===== config.mk =====
export PLATFORM = sky130hd
export DESIGN_NAME = qformat_dot
export DESIGN_NICKNAME = d
export VERILOG_FILES = /design/src/rtl/qformat_dot.sv
export SDC_FILE = /design/constraint.sdc
export NUM_CORES = 1
export LEC_CHECK = 0
export CAP_MARGIN = 20
export CORE_ASPECT_RATIO = 1.2
export CORE_MARGIN = 2
export CORE_UTILIZATION = 60
export DETAILED_ROUTE_END_ITERATION = 8
export PLACE_DENSITY = 0.88
export SYNTH_ARGS = -nofsm -noshare
export SYNTH_HDL_FRONTEND = slang
export SYNTH_SLANG_ARGS = --single-unit

===== constraint.sdc =====
create_clock -name clk -period 5 [get_ports clk]
set_input_delay 0.75 -clock clk [delete_from_list [all_inputs] [get_ports clk]]
set_output_delay 0.75 -clock clk [all_outputs]
set_load 0.01 [all_outputs]

===== src/rtl/qformat_dot.sv =====
// Signed Q-format dot-product engine: full-precision multiply-accumulate of LEN
// operand pairs, then round-half-up and saturate back to the operand format.
module qformat_dot #(
    parameter int unsigned WIDTH = 8,
    parameter int unsigned FRAC  = 4,
    parameter int unsigned LEN   = 4
) (
    input  logic             clk,
    input  logic             reset,
    input  logic             in_valid,
    output logic             in_ready,
    input  logic [WIDTH-1:0] in_a,
    input  logic [WIDTH-1:0] in_b,
    output logic             out_valid,
    input  logic             out_ready,
    output logic [WIDTH-1:0] out_data,
    output logic             out_sat
);

    localparam int unsigned PROD_W = 2 * WIDTH;
    localparam int unsigned ACC_W  = PROD_W + $clog2(LEN) + 1;
    localparam int unsigned RND_W  = ACC_W + 1;
    localparam int unsigned CNT_W  = (LEN > 1) ? $clog2(LEN) : 1;
    localparam int unsigned EXT_W  = ACC_W - PROD_W;
    localparam int unsigned PAD_W  = RND_W - (WIDTH - 1);

    localparam logic [CNT_W-1:0]        LAST = CNT_W'(LEN - 1);
    localparam logic signed [RND_W-1:0] HALF = RND_W'(1) << (FRAC - 1);
    localparam logic signed [RND_W-1:0] MAXV = {{PAD_W{1'b0}}, {(WIDTH-1){1'b1}}};
    localparam logic signed [RND_W-1:0] MINV = {{PAD_W{1'b1}}, {(WIDTH-1){1'b0}}};

    typedef enum logic [1:0] {
        ACCUM = 2'd0,
        ROUND = 2'd1,
        OUT   = 2'd2
    } state_t;

    state_t                   state;
    logic signed [ACC_W-1:0]  acc;
    logic        [CNT_W-1:0]  cnt;

    logic signed [PROD_W-1:0] prod;
    logic signed [ACC_W-1:0]  prod_ext;
    logic signed [ACC_W-1:0]  acc_next;
    logic signed [RND_W-1:0]  acc_wide;
    logic signed [RND_W-1:0]  rnd;
    logic        [WIDTH-1:0]  sat_data;
    logic                     sat_flag;

    // Full-precision product and accumulate path.
    always_comb begin
        prod     = $signed(in_a) * $signed(in_b);
        prod_ext = {{EXT_W{prod[PROD_W-1]}}, prod};
        acc_next = acc + prod_ext;
    end

    // Round half toward +inf (arithmetic shift floors), then clip to WIDTH.
    always_comb begin
        acc_wide = {acc[ACC_W-1], acc};
        rnd      = (acc_wide + HALF) >>> FRAC;
        sat_data = rnd[WIDTH-1:0];
        sat_flag = 1'b0;
        if (rnd > MAXV) begin
            sat_data = {1'b0, {(WIDTH-1){1'b1}}};
            sat_flag = 1'b1;
        end else if (rnd < MINV) begin
            sat_data = {1'b1, {(WIDTH-1){1'b0}}};
            sat_flag = 1'b1;
        end
    end

    always_ff @(posedge clk or posedge reset) begin
        if (reset) begin
            state     <= ACCUM;
            acc       <= '0;
            cnt       <= '0;
            in_ready  <= 1'b1;
            out_valid <= 1'b0;
            out_data  <= '0;
            out_sat   <= 1'b0;
        end else begin
            case (state)
                ACCUM: begin
                    if (in_valid && in_ready) begin
                        acc <= acc_next;
                        if (cnt == LAST) begin
                            cnt      <= '0;
                            in_ready <= 1'b0;
                            state    <= ROUND;
                        end else begin
                            cnt <= cnt + CNT_W'(1);
                        end
                    end
                end
                ROUND: begin
                    out_data  <= sat_data;
                    out_sat   <= sat_flag;
                    out_valid <= 1'b1;
                    acc       <= '0;
                    state     <= OUT;
                end
                OUT: begin
                    // Result held until the downstream handshake.
                    if (out_ready) begin
                        out_valid <= 1'b0;
                        in_ready  <= 1'b1;
                        state     <= ACCUM;
                    end
                end
                default: begin
                    state     <= ACCUM;
                    in_ready  <= 1'b1;
                    out_valid <= 1'b0;
                end
            endcase
        end
    end

endmodule

## Word-level counts from Yosys, hierarchy flattened

Cells that the tools add are included.

- Input port bits: 20
- Output and inout port bits: 11
- Word-level logic and storage cells: 46
- Bits in registers: 34

- Eq/ne operators: 6
- Reduce and logical (&&, ||, !) cells: 8
- Add/subtract/negate cells: 3
- $lt $le $gt $ge: 2
- Multiply operators: 1
- Multiplexer cells: 17
- Bitwise gates (word level): 2

Operators with widths:

| kind | number |
|---|---|
| $pmux W19 S2 | 1 |
| $add A19 B5 Y20 const B | 1 |
| $add A19 B16 Y19 | 1 |
| $mux W19 | 1 |
| $gt A16 B8 Y1 const B | 1 |
| $lt A16 B8 Y1 const B | 1 |
| $mul A8 B8 Y16 | 1 |
| $mux W8 | 2 |
| $mux W2 | 4 |
| $mux W1 | 6 |
| $ne A2 B2 Y1 const B | 3 |
| $pmux W1 S3 | 2 |
| $pmux W2 S3 | 1 |
| $reduce_and A2 Y1 | 3 |
| $eq A2 B2 Y1 const B | 2 |
| $reduce_and A4 Y1 | 1 |
| $reduce_and A3 Y1 | 1 |
| $add A2 B1 Y2 const B | 1 |
| $eq A2 B1 Y1 const B | 1 |
| $logic_not A2 Y1 | 1 |
| $not A1 Y1 | 2 |
| $reduce_bool A2 Y1 | 1 |
| $logic_and A1 B1 Y1 | 1 |

## Longest topological paths before layout

Gate-level depths: netlist of run 1.

- Word-level depth: 4
- Mapped depth: 19
- Gate-level depth less buffers: 18

## Worst setup path after synthesis of run 1

OpenSTA, ideal clock, no wires.

- Kind: input to register
- Start point: input port in_a[7]
- End point: register acc[17]
- Buffers on the path: 0
- Slack: -0.406 ns
- Setup time: 0.130 ns
- Stages on the path: 16
- Required time: 4.870 ns
- Arrival: 5.276 ns
- Cells stage by stage: and2_1 inv_1 fa_1 inv_1 fa_1 fa_1 fa_1 fa_1 ha_1 o21ai_0 o21bai_1 o311a_1 o41ai_4 o311ai_2 xnor2_1 o21ai_1

- Cells in the longest elaborated chain, start to end: 4

RTL lines:

| element | RTL line | text |
|---|---|---|
| from (decl) | 12 | `input logic [WIDTH-1:0] in_a,` |
| $mul A8 B8 Y16 | 52 | `prod = $signed(in_a) * $signed(in_b);` |
| $add A19 B16 Y19 | 54 | `acc_next = acc + prod_ext;` |
| $mux W19 | 84 | `if (in_valid && in_ready) begin` |
| $pmux W19 S2 | 82 | `case (state)` |
| to (signal assigned) | 85 | `acc <= acc_next;` |
| to (decl) | 39 | `logic signed [ACC_W-1:0] acc;` |

Every way passes these cells. The select of a mux whose other input is x is not followed.
A chain may end at the register's enable or synchronous reset.

## Worst setup path in the final report of run 1

- Start point: input port in_b[0]
- End point: register acc[17]

- Cells in the longest elaborated chain, start to end: 4

RTL lines:

| element | RTL line | text |
|---|---|---|
| from (decl) | 13 | `input logic [WIDTH-1:0] in_b,` |
| $mul A8 B8 Y16 | 52 |  |
| $add A19 B16 Y19 | 54 |  |
| $mux W19 | 84 |  |
| $pmux W19 S2 | 82 |  |

Every way passes these cells. The select of a mux whose other input is x is not followed.

==> impl_metrics.toml, run 1 <==
[status]
run_status = "complete, but fails checks"
violations = "setup timing"

[synthesis]
ys_top_cells_by_area = "sky130_fd_sc_hd__fa_1 (32%), sky130_fd_sc_hd__dfrtp_1 (16%), sky130_fd_sc_hd__ha_1 (11%)"
post_synth_inst_count = 551
yosys_warnings = 0
synthAdderAreaFrac_pct = 43.2
synth-async-reset-ratio_pct = 100
synth-edff-count = 0
yosys_most_used_dff = "sky130_fd_sc_hd__dfrtp_1"
synth_simple_gate_area_share_pct = 16.4
largest_family_of_logic_cells_by_synthesized_area = "adder cells"
syn_nets = 701
synth_cell_type_count = 52
post_synth.cell_area_avg_um2 = 9.48
post_synth_mux_area_share_pct = 0.958
ys_seq_area_share_pct = 16.3
synth_area_leader_cell = "sky130_fd_sc_hd__fa_1"
synth.ff_latch_count = 34
synth_top_area_share_pct = 32.2
synth_area_um2 = 5220
synth_compound_area_share_pct = 9.39
synth_xor_area_share_pct = 5.51

[sta]
maxSlewViolCount = 0
report.final.setup_viol = 6
worst_slack_ns = -0.0940
fin_skew_ns = 0.00819
timing.slew.headroom_pct = 68.7
hold_violations = 0
worst_slew_pin_slew_ns = 0.469
timing.fmax_mhz = 196
period_minus_slack_ns = 5.09
min_period_over_period_pct = 102
grt_setup_unrepaired = "yes"

[final_layout]
layout_commonest_cell = "sky130_fd_sc_hd__inv_1"
final_nets = 789
n_antenna_cell = 0
layout.cell_area.non_filler_um2 = 6520
areaGrowthSynthToFinish_pct = 24.8
commonest_cells_after_routing_fill_and_taps_aside = "sky130_fd_sc_hd__inv_1 (93), sky130_fd_sc_hd__fa_1 (77), sky130_fd_sc_hd__buf_4 (66)"
drive_gt1_share_pct = 24.1
post_layout_nonfiller_instances = 757

[drt]
postRouteAntennaNets = 0
drt_first_pass_iters = 5
wl_per_cell_um = 19.5
drt-initial-drc-count = 361
drt-vias-per-instance = 5.93
detailroute.via_count = 4492
detail_route.drc_violations = 0
routed_wire_length_um = 14700

[place]
place.gp.congestion = 0.845
post-dp-hpwl_um = 9980
post-place-cells = 740
portBuffers = 30
place_area_um2 = 6100

[die]
die_boundary_height_um = 106
area_of_the_die_um2 = 9470
chipWidth_um = 89.2
core-area_um2 = 8520
row_count = 37
boundaryPins = 31
initial_core_util_pct = 61.3

[clock_tree]
cts_htree_levels = 2
ctsRootBufferMaster = "sky130_fd_sc_hd__clkbuf_8"
cts_tree = "built"
cts-hold-fix-buffers = 0
cts_max_path_buffers = 2
cts.clk_slew.worst_paths_ns = 0.08
tritoncts_sink_count = 34
cts_buffers = 5
clkLatencyLatePin_ns = 0.30

[global_route]
grt_first_pass_wirelength_um = 22400
antenna_found_initial = 0
grt.overflow.total = 0
vias_in_the_first_global_route = 4827
grtUsageTotal_pct = 30.5
maximum_number_of_pins_on_one_net_before_global_route_repair = 37

[critical_path]
worst_ep_required_time_ns = 5.17
regToRegStartpoint = "acc[6]"
path_max_fanout = 5
worst_r2r_path_depth = 17
setup.worst_path.start = "in_b[0]"
flop_to_flop_setup_slack_ns = 0
worstSetupEndpoint = "acc[17]"
startpoint_type = "input pin"
criticalPathCategory = "input pin to register"
arrival_ns = 5.27
critPathCaptureType = "register"
rr_endpoint = "acc[17]"

[flow_run]
drv.max_cap_violation_count = 0

[worst_hold_path]
worst_hold_path_type = "register to register"
==> worst min path at each step <==
stage	from	cells past startpoint	to
after detailed placement	out_valid	1	out_valid
after global routing	out_data[7]	1	out_data[7]
final	out_valid	1	out_valid
after global placement	out_data[7]	1	out_data[7]
after CTS	out_valid	1	out_valid
after floorplan	cnt[1]	2	cnt[1]
==> critical path, stage by stage <==
cell                       delay [ns]
sky130_fd_sc_hd__buf_6           0.11
sky130_fd_sc_hd__and2_4          0.16
sky130_fd_sc_hd__inv_2           0.04
sky130_fd_sc_hd__fa_1            0.47
sky130_fd_sc_hd__inv_1           0.05
sky130_fd_sc_hd__fa_1            0.49
sky130_fd_sc_hd__fa_1            0.45
sky130_fd_sc_hd__fa_1            0.52
sky130_fd_sc_hd__fa_1            0.57
sky130_fd_sc_hd__ha_4            0.22
sky130_fd_sc_hd__o21ai_2         0.06
sky130_fd_sc_hd__o21bai_1        0.10
sky130_fd_sc_hd__o311a_1         0.41
sky130_fd_sc_hd__o41ai_4         0.39
sky130_fd_sc_hd__o311ai_2        0.18
sky130_fd_sc_hd__xnor2_1         0.19
sky130_fd_sc_hd__o21ai_1         0.10
==> kinds of logic (layout without fill, tap and decap cells) <==
group / count (synthesis) / count (layout)
AND/OR/NAND/NOR: 167 / 167
adder cells (fa/ha/maj): 130 / 130
XOR/XNOR: 32 / 32
flip-flops: 34 / 34
multiplexers: 5 / 5
buffers and inverters: 113 / 202
AO/OA/AOI/OAI: 70 / 70
==> cells in the mapped netlist, types with 2 or more instances <==
cell type,count
sky130_fd_sc_hd__nor2_1,19
sky130_fd_sc_hd__o21ai_1,3
sky130_fd_sc_hd__fa_1,84
sky130_fd_sc_hd__nand4_1,4
sky130_fd_sc_hd__nand2b_1,2
sky130_fd_sc_hd__and2_1,34
sky130_fd_sc_hd__buf_2,2
sky130_fd_sc_hd__nand2_1,57
sky130_fd_sc_hd__or3_1,2
sky130_fd_sc_hd__xor2_1,10
sky130_fd_sc_hd__xnor2_1,21
sky130_fd_sc_hd__a211oi_1,2
sky130_fd_sc_hd__o211ai_1,2
sky130_fd_sc_hd__mux2i_1,5
sky130_fd_sc_hd__nor3_1,5
sky130_fd_sc_hd__o21bai_1,4
sky130_fd_sc_hd__a21oi_1,15
sky130_fd_sc_hd__buf_1,3
sky130_fd_sc_hd__ha_1,46
sky130_fd_sc_hd__o311ai_2,3
sky130_fd_sc_hd__or2_2,3
sky130_fd_sc_hd__a31oi_1,2
sky130_fd_sc_hd__nand3_1,29
sky130_fd_sc_hd__o21ai_0,23
sky130_fd_sc_hd__inv_1,96
sky130_fd_sc_hd__dfrtp_1,33
sky130_fd_sc_hd__a21o_1,7
sky130_fd_sc_hd__and3_1,2
sky130_fd_sc_hd__clkbuf_1,10
==> state kept, by name (all words and copies together) (netlist names) <==
register   cells
cnt            2
acc           19
out_sat        1
state          2
in_ready       1
out_valid      1
out_data       8
==> per-layer routing <==
layer	global-route usage (%)	share of wire, %	routed length [um]	up-vias
li1	-	-	-	1929
met1	33.2	32	4740	2244
met2	54.7	56	8250	228
met3	5.75	5.5	815	91
met4	15.4	6.2	916	0
met5	0	0	0	-
==> through the flow <==
step / utilization (%) / TNS, ns / hold slack (ns) / setup slack (ns)
5_1_grt: 76.5 / -1.24 / 0.525 / -0.244
2_1_floorplan: - / -0.0859 / 0.450 / -0.0608
4_1_cts: 73.9 / 0 / 0.487 / 0.00340
6_report: 76.5 / -0.370 / 0.488 / -0.0940
3_3_place_gp: 71.6 / -5.73 / 0.461 / -0.796
3_5_place_dp: 71.6 / -6.88 / 0.470 / -0.923
==> final cells by class <==
| cell class | instances | area (um^2) |
|---|---|---|
| fill | 509 | 2000 |
| sequential | 34 | 852 |
| inverter | 97 | 369 |
| clock inverter | 3 | 68.8 |
| multi-input combinational | 404 | 4210 |
| clock buffer | 5 | 68.8 |
| tap | 117 | 146 |
| timing repair buffer | 97 | 807 |
==> repair_timing <==
| item | in CTS | in global routing |
|---|---|---|
| pin swaps | 26 | 39 |
| resized for setup | 80 | 57 |
| setup buffers | 3 | 6 |
| setup endpoints to repair | 8 | 8 |
Power of run 1 is left out: the tool's default activity adds up to more than one toggle a clock period on the data nets, which glitch-free logic cannot reach.
==> run 2, diff against run 1 <==
clock period = 5.4 ns   (was 5 ns; I/O delays follow)
==> run 2 against run 1 <==
The run still ends with setup timing left. Via count decreased by 5.2%. Sequential cell count unchanged. Clock skew increased by 0.0057 ns. Critical path depth unchanged.
==> impl_metrics.toml, run 2 (synthesis results as in run 1) <==
[status]
run_status = "complete, but fails checks"
violations = "setup timing"

[sta]
worst_slew_pin_slew_ns = 0.546
maxSlewViolCount = 0
report.final.setup_viol = 1
period_minus_slack_ns = 5.41
min_period_over_period_pct = 100
worst_slack_ns = -0.0132
timing.fmax_mhz = 185
fin_skew_ns = 0.0139
timing.slew.headroom_pct = 63.6
hold_violations = 0

[drt]
wl_met2_um = 7370
routed_wl_met3_um = 450
drt-initial-drc-count = 259
drt_first_pass_iters = 4
routed_wire_length_um = 13300
m1WireLength_um = 4800
wl_per_cell_um = 17.7
detailroute.via_count = 4258
drt-vias-per-instance = 5.68
top_layer_used = "met4"
postRouteAntennaNets = 0
detail_route.drc_violations = 0

[final_layout]
largest_reg_flops = 19
drive_gt1_share_pct = 18.5
layout_commonest_cell = "sky130_fd_sc_hd__inv_1"
final_nets = 782
multi_input_comb_area_um2 = 4120
fin_util_pct = 74.4
count_of_filler_cells_inserted_in_the_layout = 559
biggestRegsByFlops = "acc (19), out_data (8)"
n_antenna_cell = 0
commonest_cells_after_routing_fill_and_taps_aside = "sky130_fd_sc_hd__inv_1 (95), sky130_fd_sc_hd__fa_1 (79), sky130_fd_sc_hd__buf_4 (58)"
areaGrowthSynthToFinish_pct = 21.2
seq_area_um2 = 852
regMostFlops = "acc"

[die]
boundaryPins = 31
die_boundary_height_um = 106
chipWidth_um = 89.2
area_of_the_die_um2 = 9470
row_count = 37
core-area_um2 = 8520
initial_core_util_pct = 61.3

[critical_path]
arrival_ns = 5.58
path_max_fanout = 5
startpoint_type = "input pin"
worst_ep_required_time_ns = 5.57
worst_r2r_path_depth = 18
critPathCaptureType = "register"
criticalPathCategory = "input pin to register"

[clock_tree]
cts.clk_slew.worst_paths_ns = 0.07
cts-hold-fix-buffers = 0
tritoncts_sink_count = 34
clkLatencyLatePin_ns = 0.29
cts_max_path_buffers = 2
cts_buffers = 5
cts_tree = "built"
ctsRootBufferMaster = "sky130_fd_sc_hd__clkbuf_8"
cts_htree_levels = 2

[place]
portBuffers = 30
post-dp-hpwl_um = 9560
place.gp.congestion = 0.889

[global_route]
maximum_number_of_pins_on_one_net_before_global_route_repair = 37
grt.overflow.total = 0
grt_first_pass_wirelength_um = 21600
vias_in_the_first_global_route = 4733
antenna_found_initial = 0
grtUsageTotal_pct = 29.3

[worst_hold_path]
worst_hold_path_type = "register to register"
number_of_cells_traversed_by_the_worst_hold_path = 2

[flow_run]
drv.max_cap_violation_count = 0
-- run 2: cell count changes in the layout (fill, tap and decap cells not counted), sizes merged --
cell,delta
buf,-20
dlygate4sd2,+10
clkinvlp,+2
bufinv,-1
clkbuf,+1
clkdlybuf4s15,+1
clkinv,-1
dlymetal6s2s,+1
-- run 2: what timing repair did --
item                       CTS  global route
resized for setup           39            23
setup buffers                4             4
pin swaps                   32            17
setup endpoints to repair    7             6
-- run 2: final cells by class --
type	count	area share, %
Tap cell	117	2.31
Multi-Input combinational cell	404	65.1
Clock inverter	3	0.711
Inverter	97	5.77
Timing Repair Buffer	90	11.6
Clock buffer	5	1.09
Sequential cell	34	13.5
-- run 2: through the flow --
step                area [um^2]  hold slack (ns)  std cells  setup TNS, ns  worst slack, ns
global placement           6000            0.461        734          -2.87           -0.486
detailed placement         6000            0.472        734          -3.83           -0.646
CTS                        6240            0.489        746              0           0.0360
floorplan                  5230            0.450        551              0           0.0985
finish                     6330            0.482        750        -0.0132          -0.0132
global route               6330            0.506        750         -0.393           -0.127
-- run 2: path summary, 6_finish.rpt --
check / from / slack, ns / endpoint
min in group asynchronous: reset / 0.91 / acc[1]
worst max register to register: acc[6] / 0.48 / acc[17]
max in group asynchronous: reset / 4.15 / in_ready
worst max-delay path: in_a[4] / -0.01 / acc[17]
worst min register to register: in_ready / 0.48 / in_ready
worst min-delay path: in_ready / 0.48 / in_ready
-- run 2: per-layer routing --
metal / GRT usage [%] / up-vias
li1: - / 1913
met1: 32.3 / 2149
met2: 53.1 / 138
met3: 4.35 / 58
met4: 14.6 / 0
met5: 0 / -
-- run 2: worst max-delay path, stage by stage --
cell	delay [ns]
sky130_fd_sc_hd__dlygate4sd2_1	0.45
sky130_fd_sc_hd__nand2_1	0.16
sky130_fd_sc_hd__fa_1	0.48
sky130_fd_sc_hd__fa_1	0.50
sky130_fd_sc_hd__inv_1	0.06
sky130_fd_sc_hd__fa_1	0.58
sky130_fd_sc_hd__fa_1	0.45
sky130_fd_sc_hd__fa_1	0.58
sky130_fd_sc_hd__ha_4	0.24
sky130_fd_sc_hd__o21ai_2	0.08
sky130_fd_sc_hd__o21bai_1	0.10
sky130_fd_sc_hd__o311a_1	0.35
sky130_fd_sc_hd__o41ai_4	0.23
sky130_fd_sc_hd__buf_4	0.18
sky130_fd_sc_hd__o311ai_2	0.09
sky130_fd_sc_hd__xnor2_1	0.16
sky130_fd_sc_hd__o21ai_1	0.07
Power of run 2 is left out for the same reason.
